**src/rtl/fifo_stream_reader.sv**
```systemverilog
// fifo_stream_reader
// Consumer-side adapter for the synchronous FIFO. Pops words through the
// FIFO read port and presents them on a valid/ready stream. A 2-entry skid
// buffer absorbs the one-cycle FIFO read latency so the stream never drops
// a word and never bubbles under continuous m_ready. A flush sequence
// drains and discards the FIFO contents.
//
// Build option: define FIFO_READER_COUNT_EN to build the 16-bit wrapping
// delivered-word counter on rd_count; otherwise rd_count is tied to zero.
module fifo_stream_reader #(
  parameter int FIFO_WIDTH = 16
) (
  input  logic                  clk,
  input  logic                  rst,
  output logic                  rd_en,
  input  logic [FIFO_WIDTH-1:0] data_out,
  input  logic                  empty,
  input  logic                  underflow,
  output logic                  m_valid,
  input  logic                  m_ready,
  output logic [FIFO_WIDTH-1:0] m_data,
  input  logic                  flush,
  output logic                  busy,
  output logic                  err,
  output logic [15:0]           rd_count
);

  typedef enum logic {
    ST_STREAM = 1'b0,
    ST_FLUSH  = 1'b1
  } state_t;

  state_t                state_q, state_d;
  logic [1:0]            occ_q, occ_d;
  logic                  inflight_q;
  logic [FIFO_WIDTH-1:0] buf0_q, buf0_d;
  logic [FIFO_WIDTH-1:0] buf1_q, buf1_d;
  logic                  err_q;
  logic                  pop;
  logic                  wr;
  logic [2:0]            level;

  // buf0 is the head of the skid buffer; it is never written in FLUSH,
  // so occ stays 0 and m_valid stays low there.
  assign m_valid = (occ_q != 2'd0);
  assign m_data  = buf0_q;
  assign pop     = m_valid && m_ready;
  assign busy    = (state_q == ST_FLUSH);
  assign err     = err_q;

  // Words committed to the buffer once this cycle's pop leaves.
  assign level = {1'b0, occ_q} + {2'b00, inflight_q} - {2'b00, pop};

  // Next state, FIFO pop request and buffer-write qualifier.
  always_comb begin
    state_d = state_q;
    rd_en   = 1'b0;
    wr      = 1'b0;
    case (state_q)
      ST_STREAM: begin
        rd_en = !empty && (level < 3'd2);
        wr    = inflight_q && !underflow;
        if (flush) state_d = ST_FLUSH;
      end
      ST_FLUSH: begin
        rd_en = !empty;
        if (empty && !inflight_q) state_d = ST_STREAM;
      end
      default: state_d = ST_STREAM;
    endcase
    if (rst) rd_en = 1'b0;
  end

  // Skid buffer: pop shifts buf1 into the head, the returning word lands at
  // the first free slot after the pop. A flush request empties it outright.
  always_comb begin
    occ_d  = occ_q;
    buf0_d = buf0_q;
    buf1_d = buf1_q;
    if (state_q == ST_STREAM && flush) begin
      occ_d = 2'd0;
    end else begin
      occ_d = occ_q + {1'b0, wr} - {1'b0, pop};
      if (pop) buf0_d = buf1_q;
      if (wr) begin
        if ((occ_q - {1'b0, pop}) == 2'd0) buf0_d = data_out;
        else                               buf1_d = data_out;
      end
    end
  end

  // State, buffer and sticky error registers.
  always_ff @(posedge clk or posedge rst) begin
    if (rst) begin
      state_q    <= ST_STREAM;
      occ_q      <= 2'd0;
      inflight_q <= 1'b0;
      buf0_q     <= '0;
      buf1_q     <= '0;
      err_q      <= 1'b0;
    end else begin
      state_q    <= state_d;
      occ_q      <= occ_d;
      inflight_q <= rd_en;
      buf0_q     <= buf0_d;
      buf1_q     <= buf1_d;
      if (inflight_q && underflow) err_q <= 1'b1;
    end
  end

`ifdef FIFO_READER_COUNT_EN
  logic [15:0] cnt_q, cnt_d;

  assign cnt_d    = cnt_q + 16'd1;
  assign rd_count = cnt_q;

  // Delivered-word counter, wraps naturally at 0xFFFF.
  always_ff @(posedge clk or posedge rst) begin
    if (rst)      cnt_q <= 16'd0;
    else if (pop) cnt_q <= cnt_d;
  end
`else
  assign rd_count = 16'd0;
`endif

endmodule

```
**config.mk**
```make
export PLATFORM = sky130hd
export DESIGN_NAME = fifo_stream_reader
export DESIGN_NICKNAME = d
export VERILOG_FILES = /design/src/rtl/fifo_stream_reader.sv
export SDC_FILE = /design/constraint.sdc
export NUM_CORES = 1
export LEC_CHECK = 0
export BUFFER_PORTS_ARGS = -buffer_cell sky130_fd_sc_hd__buf_2
export CORE_MARGIN = 1.5
export CORE_UTILIZATION = 35
export DETAILED_ROUTE_END_ITERATION = 10
export PLACE_DENSITY = 0.63
export RECOVER_POWER = 50
export SLEW_MARGIN = 20
export SYNTH_ARGS = -nofsm -noshare
export SYNTH_HDL_FRONTEND = slang
export SYNTH_SLANG_ARGS = --single-unit
export TNS_END_PERCENT = 30
```
**constraint.sdc**
```tcl
create_clock -name clk -period 2.7 [get_ports clk]
set_clock_uncertainty 0.05 [all_clocks]
set_input_delay 0.27 -clock clk [delete_from_list [all_inputs] [get_ports clk]]
set_output_delay 0.27 -clock clk [all_outputs]
set_load 0.03 [all_outputs]
```
==> results.json <==
{
  "worstSetupPathType": "flip-flop to primary output",
  "clk_path_buf_depth": 2,
  "gr-usage-all-layers": 0.136,
  "gr-total-overflow": 0,
  "fmax_ghz": 0.399,
  "area_growth_syn_to_layout_pct": 17.3,
  "grt_pass1_vias": 1107,
  "ys_seq_area_frac": 0.515,
  "wl_per_cell_um": 13.6,
  "ff_latch_area_um2": 926,
  "htree_levels": 2,
  "multi_input_area_um2": 766,
  "cts_tree": "yes",
  "crit_path_top_delay_cell": "dfrtp_1",
  "numCtsBuffers": 5,
  "fp-row-count": 25,
  "ys_seq_elements": 37,
  "yosysWarnings": 0,
  "tightest_slew_ps": 1990,
  "cap_violations": 1,
  "powerDensity_mw_per_mm2": 963,
  "port_buffers": 41,
  "rsz0062_at_grt": "false",
  "leakagePower_nw": 1.08,
  "cp.arrival_ps": 2190,
  "hold_class": "input port to flip-flop",
  "worstPathRequired_ps": 2380,
  "finalCritPeriodShare": 0.929,
  "maxSlewHeadroom": -0.329,
  "final.setup.tns_ps": 0,
  "cts_sinks": 37,
  "post-cts-setup-buffers": 0,
  "violations": "max-capacitance violations, max-slew violations",
  "drive_gt1_frac": 0.358,
  "status": "finished, violations left",
  "grt_pass1_wl_mm": 5.41,
  "chipHeight_um": 74.7,
  "final_nets": 210,
  "syn_area_mm2": 0.00180,
  "routed_via_density": 4.64,
  "antenna_found_initial": 0,
  "initial_utilization": 0.371,
  "antenna_left": 0,
  "post-dp-hpwl_mm": 2.30,
  "fin_crit_ps": 2510,
  "clockRootBuffer": "clkbuf_8",
  "setup_viol": 0,
  "num_vias": 1178,
  "fp.dieArea_mm2": 0.00557,
  "crit_path_max_fanout": 7,
  "syn_inst": 140,
  "avgSynthCellArea_um2": 12.8,
  "cp_cell_sequence": "o21ai_4, nor2_1, fa_1, xnor2_1, a21oi_1, nor3_1, buf_2",
  "drv_slew": 38,
  "start_kind": "flip-flop",
  "routabilityCongestion": 0.750,
  "wl_mm": 3.45,
  "path_clk_slew_ps": 70,
  "hold_depth": 2,
  "clock_latency_ps": 290,
  "core_mm2": 0.00485,
  "finalCoreUtilization": 0.435,
  "reg2reg_depth": 4,
  "first_iter_violations": 65,
  "die_x_um": 74.7,
  "first_pass_iters": 4,
  "drcViolationCount": 0,
  "antenna_cells": 0,
  "finalHoldViolCount": 0,
  "n_fill_cell": 470,
  "grt_max_degree": 38,
  "ir_drop_mv": 0.357,
  "ys_types": 30,
  "max_stage_delay_ps": 500,
  "ios": 58,
  "endpoint_kind": "primary output"
}
[through the flow]
stage | hold slack [ps] | cell area, um2 | total power [mW] | worst slack [ps] | cells
after CTS | 55.3 | 2110 | 2.05 | 18.2 | 254
after global routing | 115 | 2110 | 2.17 | 34.5 | 254
after floorplan | 326 | 1850 | 1.45 | 194 | 155
after global placement | 374 | 2010 | 1.62 | 404 | 246
after detailed placement | 375 | 2010 | 1.64 | 350 | 246
final | 121 | 2110 | 2.03 | 191 | 254
[cell type report]
class | count | area share
Sequential cell | 37 | 0.439
Tap cell | 67 | 0.0398
Multi-Input combinational cell | 93 | 0.363
Clock inverter | 2 | 0.00653
Timing Repair Buffer | 45 | 0.105
Clock buffer | 6 | 0.0392
Inverter | 4 | 0.00713
[logic make-up after synthesis]
kind of cell | Yosys count | share of synthesized area
XOR/XNOR | 4 | 0.0195
multiplexers | 16 | 0.121
buffers and inverters | 25 | 0.0989
other | 1 | 0.00209
AND/OR/NAND/NOR | 30 | 0.107
flip-flops | 37 | 0.515
AO/OA/AOI/OAI | 25 | 0.118
adder cells (fa/ha/maj) | 2 | 0.0181
[power breakdown]
group | internal (mW) | switching (mW)
sequential | 0.746 | 0.124
clock | 0.207 | 0.200
combinational | 0.343 | 0.409
[cell usage in the layout, fill, tap and decap left out, types with 3 or more instances in the layout]
master,synthesis,final
inv_1,3,3
buf_2,0,32
mux2_2,6,6
conb_1,1,16
a21oi_1,4,4
and2_1,16,16
a221o_1,16,16
mux2_4,10,10
clkbuf_8,0,6
dfrtp_1,37,37
buf_4,16,3
clkbuf_1,3,10
nor2_1,4,4
[sequential cells by signal (all words and copies together), names as in the netlist]
signal / count
buf1_q: 16
m_data: 16
occ_q: 2
busy: 1
err: 1
inflight_q: 1
[synthesized netlist by cell type]
cell	instances	area share
buf_12	1	0.011
or3_4	1	0.0063
ha_1	1	0.0070
a21oi_1	4	0.011
o21ai_1	1	0.0028
nor2_1	4	0.0084
inv_1	3	0.0063
buf_4	16	0.067
clkbuf_1	3	0.0063
nand2_1	1	0.0021
or3_1	2	0.0070
nor3_1	1	0.0028
o21ai_0	1	0.0028
inv_2	1	0.0021
conb_1	1	0.0021
buf_6	1	0.0063
a31oi_1	1	0.0035
a211oi_1	1	0.0042
mux2_4	10	0.084
mux2_2	6	0.038
a221o_1	16	0.089
dfrtp_1	37	0.52
a21o_2	1	0.0049
or2_2	1	0.0035
fa_1	1	0.011
xor2_1	2	0.0098
nor3b_2	2	0.014
xnor2_1	2	0.0098
and2_1	16	0.056
nor2b_1	2	0.0070
[worst paths after layout]
path	slack, ps	from	endpoint
setup / recovery	190	occ_q[1]	rd_en
setup reg to reg	770	busy	buf1_q[9]
max in group asynchronous	820	rst	m_data[15]
hold / removal	120	empty	inflight_q
min in group asynchronous	630	rst	inflight_q
hold reg to reg	420	err	err
[layer usage]
layer  part of all wire  vias up  track usage
li1                   -      556            -
met1               0.47      582        0.188
met2               0.47       34        0.196
met3              0.047        6       0.0428
met4              0.017        0       0.0606
met5                  0        -            0
[critical path, delay by kind of cell (launching register included)]
kind / cells / cell delay [ps]
compound gates: 2 / 350
fa+ha+maj: 1 / 400
flops: 1 / 500
simple gates: 2 / 260
xor+xnor: 1 / 150
buf+inv: 1 / 240
[repair_timing]
item	CTS	global route
setup endpoints to repair	0	1
gates resized for setup	0	2
hold endpoints to repair	0	0
hold buffers	0	0
Power figures use the tool's default switching activity.
